### src/rtl/bus_arb_pkg.sv
// Shared types, constants and round-robin search helper for the 4-source bus arbiter.
package bus_arb_pkg;

    localparam int NUM_SRC      = 4;
    localparam int SEL_W        = 2;
    localparam int MAX_HOLD_DEF = 4;

    typedef enum logic {
        IDLE  = 1'b0,
        GRANT = 1'b1
    } state_t;

    typedef struct packed {
        logic             found;
        logic [SEL_W-1:0] idx;
    } pick_t;

    // Descending walk so the index closest to ptr is the last one written and wins.
    function automatic pick_t rr_pick(input logic [NUM_SRC-1:0] req, input logic [SEL_W-1:0] ptr);
        pick_t            p;
        logic [SEL_W-1:0] j;
        p = '0;
        for (int k = NUM_SRC - 1; k >= 0; k--) begin
            j = ptr + SEL_W'(k);
            if (req[j]) begin
                p.found = 1'b1;
                p.idx   = j;
            end
        end
        return p;
    endfunction

endpackage

### src/rtl/bus_arbiter_rr_if.sv
// Request/data/grant bundle between four bus sources and the round-robin arbiter.
interface bus_arbiter_rr_if #(parameter int w = 4);
    import bus_arb_pkg::*;

    logic [NUM_SRC-1:0] req;
    logic [w-1:0]       d0;
    logic [w-1:0]       d1;
    logic [w-1:0]       d2;
    logic [w-1:0]       d3;
    logic [NUM_SRC-1:0] gnt;
    logic [SEL_W-1:0]   s;
    logic               valid;
    logic [w-1:0]       o;

    modport slave  (input  req, d0, d1, d2, d3, output gnt, s, valid, o);
    modport master (output req, d0, d1, d2, d3, input  gnt, s, valid, o);

endinterface

### src/rtl/bus_mux4.sv
// Driven 4:1 data select, forced to zero whenever no grant is active.
module bus_mux4 #(
    parameter int w = 4
) (
    input  logic [w-1:0] i_d0,
    input  logic [w-1:0] i_d1,
    input  logic [w-1:0] i_d2,
    input  logic [w-1:0] i_d3,
    input  logic [1:0]   i_s,
    input  logic         i_valid,
    output logic [w-1:0] o_data
);

    always_comb begin
        o_data = '0;
        if (i_valid) begin
            case (i_s)
                2'd0:    o_data = i_d0;
                2'd1:    o_data = i_d1;
                2'd2:    o_data = i_d2;
                default: o_data = i_d3;
            endcase
        end
    end

endmodule

### src/rtl/bus_arbiter_rr.sv
// Round-robin arbiter with per-grant hold limit driving the select of a shared 4-source bus.
//   state | meaning
//   IDLE  | no grant; arbitrate from r_ptr each cycle
//   GRANT | source r_s owns the bus; r_hold counts cycles owned
module bus_arbiter_rr
    import bus_arb_pkg::*;
#(
    parameter int w        = 4,
    parameter int MAX_HOLD = MAX_HOLD_DEF
) (
    input  logic           clk,
    input  logic           rst_n,
    bus_arbiter_rr_if.slave bus
);

    localparam int HW = $clog2(MAX_HOLD + 1);

    state_t             r_state;
    logic [HW-1:0]      r_hold;
    logic [SEL_W-1:0]   r_ptr;
    logic [SEL_W-1:0]   r_s;
    logic [NUM_SRC-1:0] r_gnt;
    logic               r_valid;

    logic               w_end;
    logic [SEL_W-1:0]   w_arb_ptr;
    pick_t              w_pick;
    logic [w-1:0]       w_o;

    assign w_end     = (r_state == GRANT) && (!bus.req[r_s] || (r_hold == HW'(MAX_HOLD)));
    // At the end of a grant the search starts just past the owner, so handover needs no idle cycle.
    assign w_arb_ptr = (r_state == GRANT) ? r_s + SEL_W'(1) : r_ptr;
    assign w_pick    = rr_pick(bus.req, w_arb_ptr);

    always_ff @(posedge clk or negedge rst_n) begin
        if (!rst_n) begin
            r_state <= IDLE;
            r_hold  <= '0;
            r_ptr   <= '0;
            r_s     <= '0;
            r_gnt   <= '0;
            r_valid <= 1'b0;
        end else begin
            case (r_state)
                IDLE: begin
                    if (w_pick.found) begin
                        r_gnt   <= NUM_SRC'(1) << w_pick.idx;
                        r_s     <= w_pick.idx;
                        r_valid <= 1'b1;
                        r_hold  <= HW'(1);
                        r_state <= GRANT;
                    end
                end
                GRANT: begin
                    if (w_end) begin
                        r_ptr <= w_arb_ptr;
                        if (w_pick.found) begin
                            r_gnt   <= NUM_SRC'(1) << w_pick.idx;
                            r_s     <= w_pick.idx;
                            r_valid <= 1'b1;
                            r_hold  <= HW'(1);
                        end else begin
                            r_gnt   <= '0;
                            r_valid <= 1'b0;
                            r_hold  <= '0;
                            r_state <= IDLE;
                        end
                    end else if (r_hold != HW'(MAX_HOLD)) begin
                        r_hold <= r_hold + HW'(1);
                    end
                end
                default: r_state <= IDLE;
            endcase
        end
    end

    bus_mux4 #(.w(w)) u_mux (
        .i_d0   (bus.d0),
        .i_d1   (bus.d1),
        .i_d2   (bus.d2),
        .i_d3   (bus.d3),
        .i_s    (r_s),
        .i_valid(r_valid),
        .o_data (w_o)
    );

    assign bus.gnt   = r_gnt;
    assign bus.s     = r_s;
    assign bus.valid = r_valid;
    assign bus.o     = w_o;

endmodule

### src/flat_wrapper.sv
// flat-port wrapper written by rule: the top's interface ports become plain ports
module bus_arbiter_rr_flat import bus_arb_pkg::*;
#(
    parameter int w        = 4,
    parameter int MAX_HOLD = MAX_HOLD_DEF
)
  (clk, rst_n, bus_req, bus_d0, bus_d1, bus_d2, bus_d3, bus_gnt, bus_s, bus_valid, bus_o);
  bus_arbiter_rr_if #(.w(w)) bus_i ();
  input  logic clk;
  input  logic rst_n;
  input wire logic [$bits(bus_i.req)-1:0] bus_req;
  input wire logic [$bits(bus_i.d0)-1:0] bus_d0;
  input wire logic [$bits(bus_i.d1)-1:0] bus_d1;
  input wire logic [$bits(bus_i.d2)-1:0] bus_d2;
  input wire logic [$bits(bus_i.d3)-1:0] bus_d3;
  output wire logic [$bits(bus_i.gnt)-1:0] bus_gnt;
  output wire logic [$bits(bus_i.s)-1:0] bus_s;
  output wire logic [$bits(bus_i.valid)-1:0] bus_valid;
  output wire logic [$bits(bus_i.o)-1:0] bus_o;
  assign bus_i.req = bus_req;
  assign bus_i.d0 = bus_d0;
  assign bus_i.d1 = bus_d1;
  assign bus_i.d2 = bus_d2;
  assign bus_i.d3 = bus_d3;
  assign bus_gnt = bus_i.gnt;
  assign bus_s = bus_i.s;
  assign bus_valid = bus_i.valid;
  assign bus_o = bus_i.o;
  bus_arbiter_rr #(.w(w), .MAX_HOLD(MAX_HOLD)) u_core (.clk(clk), .rst_n(rst_n), .bus(bus_i));
endmodule
### config.mk
export PLATFORM = sky130hd
export DESIGN_NAME = bus_arbiter_rr_flat
export DESIGN_NICKNAME = d
export VERILOG_FILES = /design/src/rtl/bus_arb_pkg.sv /design/src/rtl/bus_arbiter_rr_if.sv /design/src/rtl/bus_mux4.sv /design/src/rtl/bus_arbiter_rr.sv /design/src/flat_wrapper.sv
export SDC_FILE = /design/constraint.sdc
export NUM_CORES = 1
export LEC_CHECK = 0
export CORE_UTILIZATION = 30
export CTS_BUF_LIST = sky130_fd_sc_hd__clkbuf_8
export DETAILED_ROUTE_END_ITERATION = 6
export PLACE_DENSITY_LB_ADDON = 0.25
export SYNTH_ARGS = -nofsm -noshare
export SYNTH_HDL_FRONTEND = slang
export SYNTH_SLANG_ARGS = --single-unit
### constraint.sdc
create_clock -name clk -period 2.1 [get_ports clk]
set_input_delay 0.42 -clock clk [delete_from_list [all_inputs] [get_ports clk]]
set_output_delay 0.42 -clock clk [all_outputs]
set_load 0.01 [all_outputs]
== Yosys cells after proc, flatten, opt, wreduce, memory -nomap -nowiden ==
Cells that the tools add are included.
Word-level totals
  flip-flop bits (word level): 13
  bits in latches: 0
  memory bits (writable): 0
  bits in read-only memories: 0
  bits of input ports: 22
  output and inout port bits: 11
  word-level logic and storage cells: 67
  memories: 0
Operators by class
  add/sub/neg operators: 5
  multipliers: 0
  div/mod/pow operators: 0
  magnitude comparators: 5
  eq/ne operators: 7
  shift-type cells: 1
  mux-type cells: 35
  bitwise logic cells: 1
  reductions and logical operators: 7
Operator list (count)
  $mux 3: 7
  $mux 4: 4
  $lt 2x3->1 const B: 5
  $pmux 4 s3: 1
  $bmux 1 s2: 5
  $mux 1: 10
  $pmux 4 s2: 1
  $mux 2: 3
  $ne 3x3->1 const B: 2
  $pmux 3 s2: 1
  $reduce_and 2->1: 3
  $add 2x1->2 const B: 2
  $add 2x2->2 const B: 2
  $pmux 1 s2: 2
  $pmux 2 s2: 1
  $shl 1x2->4 const A: 1
  $add 3x1->3 const B: 1
  $eq 3x3->1 const B: 1
  $eq 2x1->1 const B: 1
  $eq 2x2->1 const B: 1
  $logic_not 2->1: 1
  $ne 2x1->1 const B: 1
  $ne 2x2->1 const B: 1
  $logic_and 1x1->1: 1
  3 further kinds: 3

== Depth between registers and ports, before layout ==
  word-level depth: 13
  depth in mapped cells: 7
  mapped depth without buffers: 7

== Hierarchy ==
A second synthesis with hierarchy kept.
Unflattened totals
  cell total of the unflattened synthesis: 92
  area total of the unflattened synthesis: 862.1 um^2
Modules (own cells, without submodules)
  bus_arbiter_rr: instances 1, cells an instance 77, area an instance 735.7 um^2, sequential area each 325.3 um^2
  bus_mux4: instances 1, cells an instance 15, area an instance 126.4 um^2, sequential area each 0.0 um^2

== Least setup slack after synthesis ==
OpenSTA, ideal clock, no wires.
  path type: reg-to-reg
  start: register u_core.r_s[0], in the netlist u_core.bus.s[0]
  end: register u_core.r_gnt[2], in the netlist u_core.bus.gnt[2]
  library setup time: 0.135 ns
  data arrival time: 1.722 ns
  data required time: 1.965 ns
  slack: 0.244 ns
  stages on the path, launching flop included: 7
  path buffers: 0
  period minus slack after synthesis: 1.856 ns
  path through: dfrtp_1 inv_1 ha_1 mux2_4 o21a_1 o32ai_1 o21ai_1
On the way
  word-level cells in the longest chain between the ends: 13
  elaborated cells between the ends (all ways): 30
  classes of those cells: 4 x add/sub; 2 x eq/ne; 1 x shift; 19 x mux; 4 x reduce/logical
RTL lines
  start, declared: RTL line bus_arbiter_rr.sv:21  | logic [SEL_W-1:0] r_s;
  start signal, assigned: RTL line bus_arbiter_rr.sv:48  | r_s <= w_pick.idx;
  start signal, assigned: RTL line bus_arbiter_rr.sv:59  | r_s <= w_pick.idx;
  $add 2x1->2: RTL line bus_arbiter_rr.sv:32  | assign w_arb_ptr = (r_state == GRANT) ? r_s + SEL_W'(1) : r_ptr;
  $mux 2: RTL line bus_arbiter_rr.sv:32
  $add 2x2->2: RTL line bus_arb_pkg.sv:24  | j = ptr + SEL_W'(k);
  $bmux 1 s2: RTL line bus_arb_pkg.sv:25  | if (req[j]) begin
  $mux 1 (not written as such): RTL line bus_arb_pkg.sv:25
  $mux 3 (4 in series): RTL line bus_arb_pkg.sv:25
  $shl 1x2->4: RTL line bus_arbiter_rr.sv:47, bus_arbiter_rr.sv:58
  $mux 4: RTL line bus_arbiter_rr.sv:57  | if (w_pick.found) begin
  $mux 4: RTL line bus_arbiter_rr.sv:55  | if (w_end) begin
  $pmux 4 s2: RTL line bus_arbiter_rr.sv:44  | case (r_state)
  end signal, assigned: RTL line bus_arbiter_rr.sv:47  | r_gnt <= NUM_SRC'(1) << w_pick.idx;
  end signal, assigned: RTL line bus_arbiter_rr.sv:58  | r_gnt <= NUM_SRC'(1) << w_pick.idx;
  end, declared: RTL line bus_arbiter_rr.sv:22  | logic [NUM_SRC-1:0] r_gnt;
Parallel ways exist; a longest one is shown, timed or not. The select of a mux whose other input is x is not followed.
A chain may end at the register's enable or synchronous reset.

== Final worst setup path ==
  start: register u_core.r_s[0], in the netlist u_core.bus.s[0]
  end: output port bus_o[3]
On the way
  word-level cells in the longest chain between the ends: 3
  elaborated cells between the ends (all ways): 5
  classes of those cells: 2 x eq/ne; 2 x mux; 1 x reduce/logical
RTL lines
  $eq 2x2->1 (tied with other cells): RTL line bus_mux4.sv:17  | case (i_s)
  $pmux 4 s3 (*): RTL line bus_mux4.sv:17
  $mux 4 (*): RTL line bus_mux4.sv:16  | if (i_valid) begin
  end, declared: RTL line flat_wrapper.sv:19  | output wire logic [$bits(bus_i.o)-1:0] bus_o;
Every way passes the cells marked *; elsewhere a longest branch is shown, timed or not.

==> results_dict.tcl <==
set metrics [dict create \
    status "complete, no violations" \
    dieArea_um2 3040 \
    via_count 889 \
    power_w 0.00185 \
    crit_path_end_kind "output port" \
    irDropWorstVdd_uv 840 \
    switching_power_w 0.000751 \
    mostFrequentLayoutCell "sky130_fd_sc_hd__clkdlybuf4s50_1" \
    gr-usage-all-layers_pct 16.4 \
    worst_path_max_delay_cell "sky130_fd_sc_hd__dfrtp_2" \
    hp-class "flip-flop to flip-flop" \
    placementRows 18 \
    synth-main-ff-cell "sky130_fd_sc_hd__dfrtp_1" \
    fp.coreArea_um2 2570 \
    synth-edff-count 0 \
    cts-buffers-inserted 3 \
    worst_path_largest_cell_delay_ns 0.43 \
    chipHeight_um 55.1 \
    first_iter_violations 27 \
    final_critical_path_setup_slack_ns 0.0263 \
    layout_min_cycle_time_ns 2.07 \
    num-nets-final 167 \
    power_frac_seq_pct 24.2 \
    path_clk_slew_ns 0.06 \
    number_of_drc_violations_after_detailed_routing 0 \
    sequence_of_cells_on_the_critical_path "inv_4 -> ha_4 -> a222oi_1 -> nor2_1 -> a21oi_1 -> nor2_1 -> buf_2" \
    syn_area_per_cell_um2 9.29 \
    first_pass_iters 4 \
    worst_skew_pair.late_latency_ns 0.24 \
    grt_overflow_total 0 \
    power.switching_fraction_pct 40.5 \
    cp.buffers_inverters 2 \
    arrival_ns 1.65 \
    instances_no_fill 168 \
    routabilityCongestion 0.758 \
    cts_max_path_buffers 2 \
    fin_crit_sh_pct 98.7 \
    post_synth_inst_count 91 \
    antennaDiodeCount 0 \
    routed_wl_mm 2.29 \
    grt_first_pass_wirelength_mm 3.44 \
    placement.io_buffers 32 \
    syn2layout_area_growth_pct 59.6 \
    critPathRequiredTime_ns 1.68 \
    ys_ff_latch 13 \
    number_of_global_route_vias_before_repair 840 \
    crit_top_cell "sky130_fd_sc_hd__nor2_1" \
    synth_cell_types 30 \
    p_comb_share_pct 63.8 \
    detail_route.wl_per_cell_um 13.6 \
    detail_route.vias_per_cell 5.29 \
    power.density_nw_per_um2 1370 \
    cts_tree "yes" \
    grt_start_max_net_pins 14 \
    synthArstFlopShare_pct 100 \
    place.detailed.hpwl_mm 1.75 \
    filler_cells 258 \
    timing.slew.headroom_pct 62.4 \
    place_worst_setup_slack_ns -0.234 \
    fmaxAchievable_ghz 0.482 \
    mostFrequentLayoutCells "sky130_fd_sc_hd__clkdlybuf4s50_1 (28), sky130_fd_sc_hd__buf_4 (13), sky130_fd_sc_hd__nor2_1 (12), sky130_fd_sc_hd__nand2_1 (12), sky130_fd_sc_hd__dfrtp_1 (11)" \
    design.portCount 33 \
    cts_hold_buffers 0 \
    synthesis.nets 119 \
    drv_cap 0 \
    rsz0062_at_grt "yes" \
    cts_root_buffer "sky130_fd_sc_hd__clkbuf_8" \
    finClkSkew_ns 0.00181 \
    clock-sinks 13 \
    antenna_found_initial 0 \
    mappedNetlistArea_um2 846 \
    p_leak_nw 0.593 \
    fp.dieW_um 55.1 \
    finalSetupViolations 0 \
    yosys_warnings 0 \
    utilization_pct 52.6 \
    drive_above_1_share_pct 26.1 \
    fin_tns_setup_ns 0 \
    type_of_element_launching_the_critical_path "flip-flop" \
    worstPathMaxFanout 4 \
    drv_slew 0 \
    drtAntennaViolNets 0 \
    timing_hold_violations_final 0 \
    timing_worst_slew_pin_value_ns 0.563 \
    timing.critical_path.max_delay_family "compound AO/OA/AOI/OAI gates" \
    dp.cells 161 \
    floorplan.initialDensity_pct 32.9 \
    clock_power_share_pct 11.9 \
    seq_area_frac_synth_pct 38.5 \
    htreeDepth 1 \
    critical_path_start_end_classification "flip-flop to output port" \
    p_int_w 0.00110 \
]
==> per-stage QoR <==
stage | hold slack [ns] | instance area [um2]
finish | 0.475 | 1350
detailed placement | 0.476 | 1260
global route | 0.497 | 1350
CTS | 0.482 | 1340
global placement | 0.468 | 1260
floorplan | 0.124 | 846
==> state kept, by name (all words and copies together), names as in the netlist <==
name and count:
u_core.bus.gnt 4, u_core.r_hold 3, u_core.bus.s 2, u_core.r_ptr 2, u_core.bus.valid 1, u_core.r_state 1
==> worst paths after layout <==
check                      depth (start not counted)                 to  slack [ns]              from
setup / recovery                                   7           bus_o[3]        0.03   u_core.bus.s[0]
hold / removal                                     1   u_core.r_hold[2]        0.48  u_core.r_hold[2]
setup reg to reg                                   7  u_core.bus.gnt[0]        0.24   u_core.bus.s[0]
hold reg to reg                                    1   u_core.r_hold[2]        0.48  u_core.r_hold[2]
max in group asynchronous                          1    u_core.bus.s[1]        1.16             rst_n
min in group asynchronous                          1   u_core.r_hold[1]        0.54             rst_n
==> repair_timing <==
item | 4_1_cts | 5_1_grt
buffers inserted | 3 | 0
endpoints found under the setup margin | 4 | 7
cloned | 0 | 0
resized for setup | 24 | 3
pin swaps | 6 | 5
==> Yosys cell counts, types with 2 or more instances <==
master                     instances  area, um2
sky130_fd_sc_hd__a222oi_1          4       40.0
sky130_fd_sc_hd__a21oi_1           5       25.0
sky130_fd_sc_hd__mux2_2            2       22.5
sky130_fd_sc_hd__nand2_1          12       45.0
sky130_fd_sc_hd__o21ai_0           5       25.0
sky130_fd_sc_hd__inv_1             5       18.8
sky130_fd_sc_hd__dfrtp_1          13        325
sky130_fd_sc_hd__nor2_1           12       45.0
sky130_fd_sc_hd__o21ai_1           6       30.0
sky130_fd_sc_hd__ha_1              6       75.1
sky130_fd_sc_hd__nor2b_1           2       12.5
==> metal layers <==
| metal | track usage [%] | vias up | wire, um |
|---|---|---|---|
| li1 | - | 432 | - |
| met1 | 14.5 | 407 | 888 |
| met2 | 34.1 | 44 | 1170 |
| met3 | 3.55 | 6 | 194 |
| met4 | 7.50 | 0 | 42 |
| met5 | 0 | - | 0 |
==> cells by family after synthesis <==
kind of cell,synth area share (%)
buffers and inverters,4.14
and+or+nand+nor,18.5
muxes,7.10
adders and majority gates,8.88
DFF,38.5
AOI/OAI and AO/OA,22.9
==> power by group through the flow <==
stage          clock network [W]  registers (W)  logic, W
2_1_floorplan                  0       0.000453  0.000646
3_3_place_gp                   0       0.000424   0.00112
4_1_cts                 0.000223       0.000441   0.00117
6_report                0.000221       0.000450   0.00118
3_5_place_dp                   0       0.000430   0.00115
5_1_grt                 0.000238       0.000462   0.00130
==> area by class of cell <==
type                       instances  area (um2)  share of cell area, %
multi-input combinational         71         520                   38.6
timing repair buffer              45         398                   29.5
sequential                        13         328                   24.3
clock buffer                       3        41.3                   3.06
tap                               30        37.5                   2.78
inverter                           5        21.3                   1.58
clock inverter                     1        3.75                  0.278
(Power assumes the default switching activity.)
